--- src/rtl/l2_cache_pkg.sv ---
// Shared definitions for the L2 trace command decoder: command codes, cache-core
// operation kinds, decoder states, default geometry and a saturating counter helper.
package l2_cache_pkg;

   localparam int unsigned DEF_CMD_SIZE   = 8;
   localparam int unsigned DEF_ADDR_SIZE  = 32;
   localparam int unsigned DEF_WAYS       = 8;
   localparam int unsigned DEF_INDEX_BITS = 14;
   localparam int unsigned DEF_TAG_BITS   = 10;

   localparam logic [7:0] CMD_DRD      = 8'd0;
   localparam logic [7:0] CMD_DWR      = 8'd1;
   localparam logic [7:0] CMD_IRD      = 8'd2;
   localparam logic [7:0] CMD_SNP_INV  = 8'd3;
   localparam logic [7:0] CMD_SNP_RD   = 8'd4;
   localparam logic [7:0] CMD_SNP_WR   = 8'd5;
   localparam logic [7:0] CMD_SNP_RWIM = 8'd6;
   localparam logic [7:0] CMD_CLEAR    = 8'd8;
   localparam logic [7:0] CMD_PRINT    = 8'd9;

   // Codes 0-6 map one-to-one onto the first seven kinds.
   typedef enum logic [3:0] {
      RD_DATA    = 4'd0,
      WR_DATA    = 4'd1,
      RD_INSTR   = 4'd2,
      SNP_INV    = 4'd3,
      SNP_RD     = 4'd4,
      SNP_WR     = 4'd5,
      SNP_RWIM   = 4'd6,
      CLEAR_SET  = 4'd7,
      PRINT_LINE = 4'd8
   } op_kind_e;

   typedef enum logic [1:0] {
      ST_IDLE  = 2'd0,
      ST_ISSUE = 2'd1,
      ST_CLEAR = 2'd2,
      ST_PRINT = 2'd3
   } state_e;

   function automatic logic [31:0] sat_inc(input logic [31:0] v);
      return (v == 32'hFFFF_FFFF) ? v : v + 32'd1;
   endfunction

endpackage

--- src/rtl/l2_sweep_counter.sv ---
// Nested index/way counter that walks the cache during maintenance sweeps; the way
// loop is only used when i_inner_en is high (print), otherwise one step per set.
module l2_sweep_counter
   import l2_cache_pkg::*;
#(
   parameter int indexBits = DEF_INDEX_BITS,
   parameter int ways      = DEF_WAYS
) (
   input  logic                     i_clk,
   input  logic                     i_reset,
   input  logic                     i_clear,
   input  logic                     i_advance,
   input  logic                     i_inner_en,
   output logic [indexBits-1:0]     o_index,
   output logic [$clog2(ways)-1:0]  o_way,
   output logic                     o_last
);

   localparam int WAY_W = $clog2(ways);
   localparam logic [WAY_W-1:0] WAY_MAX = WAY_W'(ways - 1);

   logic [indexBits-1:0] r_index;
   logic [WAY_W-1:0]     r_way;

   // Way is the inner loop; the index steps when the way wraps or is unused.
   always_ff @(posedge i_clk) begin
      if (i_reset || i_clear) begin
         r_index <= '0;
         r_way   <= '0;
      end else if (i_advance) begin
         if (i_inner_en && (r_way != WAY_MAX)) begin
            r_way <= r_way + WAY_W'(1'b1);
         end else begin
            r_way   <= '0;
            r_index <= r_index + indexBits'(1'b1);
         end
      end
   end

   assign o_index = r_index;
   assign o_way   = r_way;
   assign o_last  = (r_index == {indexBits{1'b1}}) && (!i_inner_en || (r_way == WAY_MAX));

endmodule

--- src/rtl/l2_trace_cmd_decoder.sv ---
// Turns the trace command/address stream into cache-core operations, expanding
// clear/print into full-cache sweeps and keeping saturating request statistics.
module l2_trace_cmd_decoder
   import l2_cache_pkg::*;
#(
   parameter int commandSize     = DEF_CMD_SIZE,
   parameter int instructionSize = DEF_ADDR_SIZE,
   parameter int ways            = DEF_WAYS,
   parameter int indexBits       = DEF_INDEX_BITS,
   parameter int tagBits         = DEF_TAG_BITS
) (
   input  logic                       i_clk,
   input  logic                       i_reset,
   input  logic                       i_cmd_valid,
   output logic                       o_cmd_ready,
   input  logic [commandSize-1:0]     i_command,
   input  logic [instructionSize-1:0] i_address,
   output logic                       o_op_valid,
   input  logic                       i_op_ready,
   output logic [3:0]                 o_op_kind,
   output logic                       o_op_snoop,
   output logic [tagBits-1:0]         o_op_tag,
   output logic [indexBits-1:0]       o_op_index,
   output logic [$clog2(ways)-1:0]    o_op_way,
   output logic                       o_bad_cmd,
   output logic [31:0]                o_n_reads,
   output logic [31:0]                o_n_writes,
   output logic [31:0]                o_n_snoops
);

   localparam int OFFSET = instructionSize - indexBits - tagBits;
   localparam int WAY_W  = $clog2(ways);

   state_e               r_state;
   state_e               w_next_state;
   op_kind_e             r_kind;
   op_kind_e             w_op_kind;
   logic [tagBits-1:0]   r_tag;
   logic [indexBits-1:0] r_index;
   logic                 r_bad;
   logic [31:0]          r_n_reads;
   logic [31:0]          r_n_writes;
   logic [31:0]          r_n_snoops;
   logic                 w_cmd_hs;
   logic                 w_op_hs;
   logic                 w_is_access;
   logic                 w_sweep_start;
   logic                 w_sweep_adv;
   logic                 w_sweep_last;
   logic [indexBits-1:0] w_sw_index;
   logic [WAY_W-1:0]     w_sw_way;
   logic                 w_unused_offset;

   assign o_cmd_ready     = (r_state == ST_IDLE);
   assign w_cmd_hs        = i_cmd_valid && o_cmd_ready;
   assign w_op_hs         = o_op_valid && i_op_ready;
   assign w_is_access     = (i_command <= CMD_SNP_RWIM);
   assign w_sweep_start   = w_cmd_hs && ((i_command == CMD_CLEAR) || (i_command == CMD_PRINT));
   assign w_sweep_adv     = w_op_hs && ((r_state == ST_CLEAR) || (r_state == ST_PRINT));
   assign w_unused_offset = ^i_address[OFFSET-1:0];

   l2_sweep_counter #(
      .indexBits (indexBits),
      .ways      (ways)
   ) u_sweep (
      .i_clk      (i_clk),
      .i_reset    (i_reset),
      .i_clear    (w_sweep_start),
      .i_advance  (w_sweep_adv),
      .i_inner_en (r_state == ST_PRINT),
      .o_index    (w_sw_index),
      .o_way      (w_sw_way),
      .o_last     (w_sweep_last)
   );

   // State register.
   always_ff @(posedge i_clk) begin
      if (i_reset) begin
         r_state <= ST_IDLE;
      end else begin
         r_state <= w_next_state;
      end
   end

   // Next-state decode.
   always_comb begin
      w_next_state = r_state;
      case (r_state)
         ST_IDLE: begin
            if (w_cmd_hs && w_is_access) begin
               w_next_state = ST_ISSUE;
            end else if (w_cmd_hs && (i_command == CMD_CLEAR)) begin
               w_next_state = ST_CLEAR;
            end else if (w_cmd_hs && (i_command == CMD_PRINT)) begin
               w_next_state = ST_PRINT;
            end else begin
               w_next_state = ST_IDLE;
            end
         end
         ST_ISSUE: begin
            if (i_op_ready) begin
               w_next_state = ST_IDLE;
            end else begin
               w_next_state = ST_ISSUE;
            end
         end
         ST_CLEAR, ST_PRINT: begin
            if (w_op_hs && w_sweep_last) begin
               w_next_state = ST_IDLE;
            end else begin
               w_next_state = r_state;
            end
         end
         default: w_next_state = ST_IDLE;
      endcase
   end

   // Output decode; every term comes from a register so outputs hold while stalled.
   always_comb begin
      o_op_valid = 1'b0;
      w_op_kind  = r_kind;
      o_op_tag   = r_tag;
      o_op_index = r_index;
      o_op_way   = '0;
      case (r_state)
         ST_ISSUE: o_op_valid = 1'b1;
         ST_CLEAR: begin
            o_op_valid = 1'b1;
            w_op_kind  = CLEAR_SET;
            o_op_tag   = '0;
            o_op_index = w_sw_index;
         end
         ST_PRINT: begin
            o_op_valid = 1'b1;
            w_op_kind  = PRINT_LINE;
            o_op_tag   = '0;
            o_op_index = w_sw_index;
            o_op_way   = w_sw_way;
         end
         default: o_op_valid = 1'b0;
      endcase
   end

   assign o_op_kind  = w_op_kind;
   assign o_op_snoop = (w_op_kind == SNP_INV) || (w_op_kind == SNP_RD) ||
                       (w_op_kind == SNP_WR)  || (w_op_kind == SNP_RWIM);

   // Command capture, illegal-code pulse and statistics.
   always_ff @(posedge i_clk) begin
      if (i_reset) begin
         r_kind     <= RD_DATA;
         r_tag      <= '0;
         r_index    <= '0;
         r_bad      <= 1'b0;
         r_n_reads  <= 32'd0;
         r_n_writes <= 32'd0;
         r_n_snoops <= 32'd0;
      end else begin
         r_bad <= 1'b0;
         if (w_cmd_hs) begin
            if (w_is_access) begin
               r_kind  <= op_kind_e'(i_command[3:0]);
               r_tag   <= i_address[instructionSize-1 -: tagBits];
               r_index <= i_address[OFFSET +: indexBits];
            end
            case (i_command)
               CMD_DRD, CMD_IRD: r_n_reads  <= sat_inc(r_n_reads);
               CMD_DWR:          r_n_writes <= sat_inc(r_n_writes);
               CMD_SNP_INV, CMD_SNP_RD, CMD_SNP_WR, CMD_SNP_RWIM:
                                 r_n_snoops <= sat_inc(r_n_snoops);
               CMD_CLEAR: begin
                  r_n_reads  <= 32'd0;
                  r_n_writes <= 32'd0;
                  r_n_snoops <= 32'd0;
               end
               CMD_PRINT:        r_bad      <= 1'b0;
               default:          r_bad      <= 1'b1;
            endcase
         end
      end
   end

   assign o_bad_cmd  = r_bad;
   assign o_n_reads  = r_n_reads;
   assign o_n_writes = r_n_writes;
   assign o_n_snoops = r_n_snoops;

endmodule

--- config.mk ---
export PLATFORM = sky130hd
export DESIGN_NAME = l2_trace_cmd_decoder
export DESIGN_NICKNAME = d
export VERILOG_FILES = /design/src/rtl/l2_cache_pkg.sv /design/src/rtl/l2_sweep_counter.sv /design/src/rtl/l2_trace_cmd_decoder.sv
export SDC_FILE = /design/constraint.sdc
export NUM_CORES = 1
export LEC_CHECK = 0
export BUFFER_PORTS_ARGS = -buffer_cell sky130_fd_sc_hd__buf_4
export CAP_MARGIN = 25
export CORE_UTILIZATION = 30
export CTS_BUF_LIST = sky130_fd_sc_hd__clkbuf_16
export CTS_CLUSTER_SIZE = 16
export DETAILED_ROUTE_END_ITERATION = 7
export SLEW_MARGIN = 20
export SYNTH_ARGS = -nofsm -noshare
export SYNTH_HDL_FRONTEND = slang
export SYNTH_SLANG_ARGS = --single-unit
--- constraint.sdc ---
create_clock -name i_clk -period 3.2 [get_ports i_clk]
set_input_delay 0.32 -clock i_clk [delete_from_list [all_inputs] [get_ports i_clk]]
set_output_delay 0.32 -clock i_clk [all_outputs]
set_load 0.005 [all_outputs]
==> impl_metrics.ini <==
[timing]
fmax_mhz = 385
slew_headroom_pct = 44.6
timing.final.ws_setup_ns = 0.600
post-route-period-util_pct = 81.3
clock-skew-final_ns = 0.0136
timing.final.crit_period_ns = 2.60
report.final.setup_viol = 0
fin_setup_tns_ns = 0
worst-slew-pin-transition_ns = 0.824
report.final.slew_viol_count = 0
endpoints_failing_hold = 0
rsz_0062_raised_after_global_routing = no

[synthesis]
number_of_enable_flip_flop_cells_after_synthesis = 0
synth_fp_nets = 962
synth_sequential_area_ratio_pct = 39.2
yosys_register_bits = 144
post-synth-top-area-cell = sky130_fd_sc_hd__dfxtp_1
ys_top_cells_by_area = sky130_fd_sc_hd__dfxtp_1, sky130_fd_sc_hd__nand2_1, sky130_fd_sc_hd__xnor2_1
cell_area_synth_mm2 = 0.00735
dominant_synthesized_flop_cell = sky130_fd_sc_hd__dfxtp_1
synthesis.area_per_instance_um2 = 8.05
synth-async-reset-ratio_pct = 0
yosys.area.top_type_share_pct = 39.2
synth.distinct_cells = 62
yosys_warnings = 0
syn-instance-count = 912

[detailed_routing]
wl_um = 21700
drt_drc_violations_left = 0
viasPerCell = 5.10
detailedRoute.firstPassIterationCount = 5
drtIter0Drc = 399
wire_per_inst_um = 15.5
ant_nets = 0
routed-via-count = 7135

[placed_design]
detailedPlacementHpwl_um = 15400
placement.io_buffers = 166
place_worst_setup_slack_ns = 0.536
placement.cell_area_mm2 = 0.00897
gp_congestion = 0.796

[pwr]
power.density_mw_per_mm2 = 412
fin_total_pwr_uw = 3940
vdd_drop_max_mv = 0.233
leakage_uw = 0.00342

[final_layout]
post_route_cells_drive_above_1_share_pct = 23.1
final_cell_mix = sky130_fd_sc_hd__buf_4, sky130_fd_sc_hd__dfxtp_1, sky130_fd_sc_hd__nand2_1, sky130_fd_sc_hd__nor2_1, sky130_fd_sc_hd__a21oi_1
layout.core_utilization_pct = 40.3
syn_to_final_growth_pct = 30.2
design_area_final_mm2 = 0.00956
finish.net_count = 1117
mostFrequentLayoutCell = sky130_fd_sc_hd__buf_4
nFillCells = 2417

[global_routing]
grt_max_degree = 46
number_of_global_route_vias_before_repair = 6640
grt_pass1_wl_um = 34700
groute.usage.overall_pct = 17.5
initial_antenna_violation_count = 1
grt_overflow = 0

[cts]
clock_tree_from_tritoncts = done
clock-root-buffer = sky130_fd_sc_hd__clkbuf_16
cts_sinks = 144
clkTransAtPathRegs_ns = 0.06
cts-resized-gates = 0
cts_inserted_buffers = 17
cts_setup_buffers = 0
cts.hold.buffers_added = 0
cts_htree_levels = 4
clockBufferDepth = 2
worstSkewPairLatency_ns = 0.43

[floorplan]
start_util_pct = 30.9
die_width_um = 158
dieArea_mm2 = 0.0251
floorplan.core_area_mm2 = 0.0238
dieHeight_um = 158
row_count = 56
top_level_ports = 175

[setup_path]
worst_path_largest_cell_delay_ns = 0.63
crit_path_start_kind = flop
cpLargestDelayFamily = simple AND/OR/NAND/NOR gates
setup.worst_path.class = reg2reg
crit_fanout = 13
slowest_stage = sky130_fd_sc_hd__or4_1
arrival_ns = 2.91
worstSetupEndpointType = flop
critPathBufInv = 1
worst_r2r_startpoint = o_n_reads[5]
crit_required_ns = 3.51
crit_path_start = o_n_reads[5]
worstPathCellList = nand4_1, or4_1, nor4b_4, buf_4, nor4_1, xnor2_1, nor2_1

[run_status]
outcome = finished clean

[hold_path]
hold_path.startpoint = i_address[31]
hold_path_class = in2reg

[job]
max_cap_violations = 0
[final timing paths]
path,end,slack [ns],cells after the start
worst max register to register,o_n_reads[20],0.60,7
worst min-delay path,r_tag[9],0.14,3
worst max-delay path,o_n_reads[20],0.60,7
worst min register to register,r_tag[9],0.45,2
[Yosys cell counts (2+ instances only)]
cell type / instances
sky130_fd_sc_hd__xnor2_1: 48
sky130_fd_sc_hd__and4_1: 14
sky130_fd_sc_hd__nor4bb_1: 3
sky130_fd_sc_hd__clkbuf_1: 35
sky130_fd_sc_hd__nor2b_1: 12
sky130_fd_sc_hd__and3_1: 14
sky130_fd_sc_hd__nand4_1: 26
sky130_fd_sc_hd__nor4b_1: 2
sky130_fd_sc_hd__o221a_2: 2
sky130_fd_sc_hd__and2_1: 5
sky130_fd_sc_hd__or3_1: 13
sky130_fd_sc_hd__nor3b_1: 3
sky130_fd_sc_hd__o211ai_1: 24
sky130_fd_sc_hd__buf_2: 8
sky130_fd_sc_hd__a21bo_2: 2
sky130_fd_sc_hd__o41ai_1: 6
sky130_fd_sc_hd__dfxtp_1: 144
sky130_fd_sc_hd__a21oi_1: 55
sky130_fd_sc_hd__a31oi_1: 12
sky130_fd_sc_hd__or2_2: 3
sky130_fd_sc_hd__xor2_1: 11
sky130_fd_sc_hd__nor2_1: 104
sky130_fd_sc_hd__mux2_2: 15
sky130_fd_sc_hd__o32a_1: 2
sky130_fd_sc_hd__o21ai_0: 21
sky130_fd_sc_hd__nand3_1: 48
sky130_fd_sc_hd__nand2b_1: 8
sky130_fd_sc_hd__nor4_2: 2
sky130_fd_sc_hd__a41o_1: 2
sky130_fd_sc_hd__inv_1: 20
sky130_fd_sc_hd__o31ai_1: 15
sky130_fd_sc_hd__a211oi_1: 2
sky130_fd_sc_hd__ha_1: 6
sky130_fd_sc_hd__nand3b_1: 4
sky130_fd_sc_hd__o21a_1: 7
sky130_fd_sc_hd__nand2_1: 118
sky130_fd_sc_hd__a211o_1: 4
sky130_fd_sc_hd__or4_1: 7
sky130_fd_sc_hd__nor4_1: 31
sky130_fd_sc_hd__nor3_1: 28
sky130_fd_sc_hd__a22oi_1: 2
sky130_fd_sc_hd__buf_1: 2
sky130_fd_sc_hd__mux2i_1: 3
[cell families (layout without fill, tap and decap cells)]
kind of cell / after synthesis / count (layout) / share of synthesized area [%]
XOR/XNOR: 59 / 59 / 7.03
adder cells (fa/ha/maj): 6 / 6 / 1.02
multiplexers: 18 / 18 / 2.71
other: 0 / 1 / 0
AND/OR/NAND/NOR: 452 / 452 / 31.5
buffers and inverters: 67 / 235 / 3.61
AO/OA/AOI/OAI: 166 / 166 / 14.9
flip-flops: 144 / 144 / 39.2
[stage by stage]
stage | cells | hold slack [ns]
2_1_floorplan | 912 | 0.432
3_3_place_gp | 1367 | 0.438
3_5_place_dp | 1367 | 0.442
4_1_cts | 1399 | 0.132
5_1_grt | 1399 | 0.131
6_report | 1400 | 0.138
[registers in the layout, summed over array words and instances (netlist names), 2 cells and up]
| register | flops |
|---|---|
| r_index | 14 |
| o_n_snoops | 32 |
| u_sweep.o_way | 3 |
| r_tag | 10 |
| r_kind | 4 |
| o_n_writes | 32 |
| r_state | 2 |
| o_n_reads | 32 |
| u_sweep.o_index | 14 |
[routing by layer]
metal	share of wire (%)	GRT usage, %
met2	46	28.0
met3	4.8	4.76
met4	1.2	4.49
met1	48	23.0
met5	0	0
[worst reg2reg max path, cell delays in order (launching register included)]
cell                      delay [ns]
sky130_fd_sc_hd__dfxtp_1        0.49
sky130_fd_sc_hd__nand4_1        0.22
sky130_fd_sc_hd__or4_1          0.63
sky130_fd_sc_hd__nor4b_4        0.54
sky130_fd_sc_hd__buf_4          0.30
sky130_fd_sc_hd__nor4_1         0.09
sky130_fd_sc_hd__xnor2_1        0.17
sky130_fd_sc_hd__nor2_1         0.05
[power breakdown]
| part | internal (uW) | switching [uW] | leakage, uW |
|---|---|---|---|
| sequential | 1800 | 4.51 | 0.00116 |
| clock | 1150 | 845 | 0.000274 |
| combinational | 55.9 | 81.5 | 0.00198 |
| total | 3010 | 931 | 0.00342 |
[cell type report]
class / count / area (um^2) / area share [%]
multi-input cells: 701 / 4240 / 44.3
flip-flops and latches: 144 / 2880 / 30.1
clock buffers: 17 / 425 / 4.45
repair buffers: 182 / 1380 / 14.4
diodes: 1 / 2.50 / 0.0262
well taps: 319 / 399 / 4.17
clock inverters: 15 / 159 / 1.66
inverters: 21 / 78.8 / 0.824
Note: power is estimated with default switching activity, not from simulation.
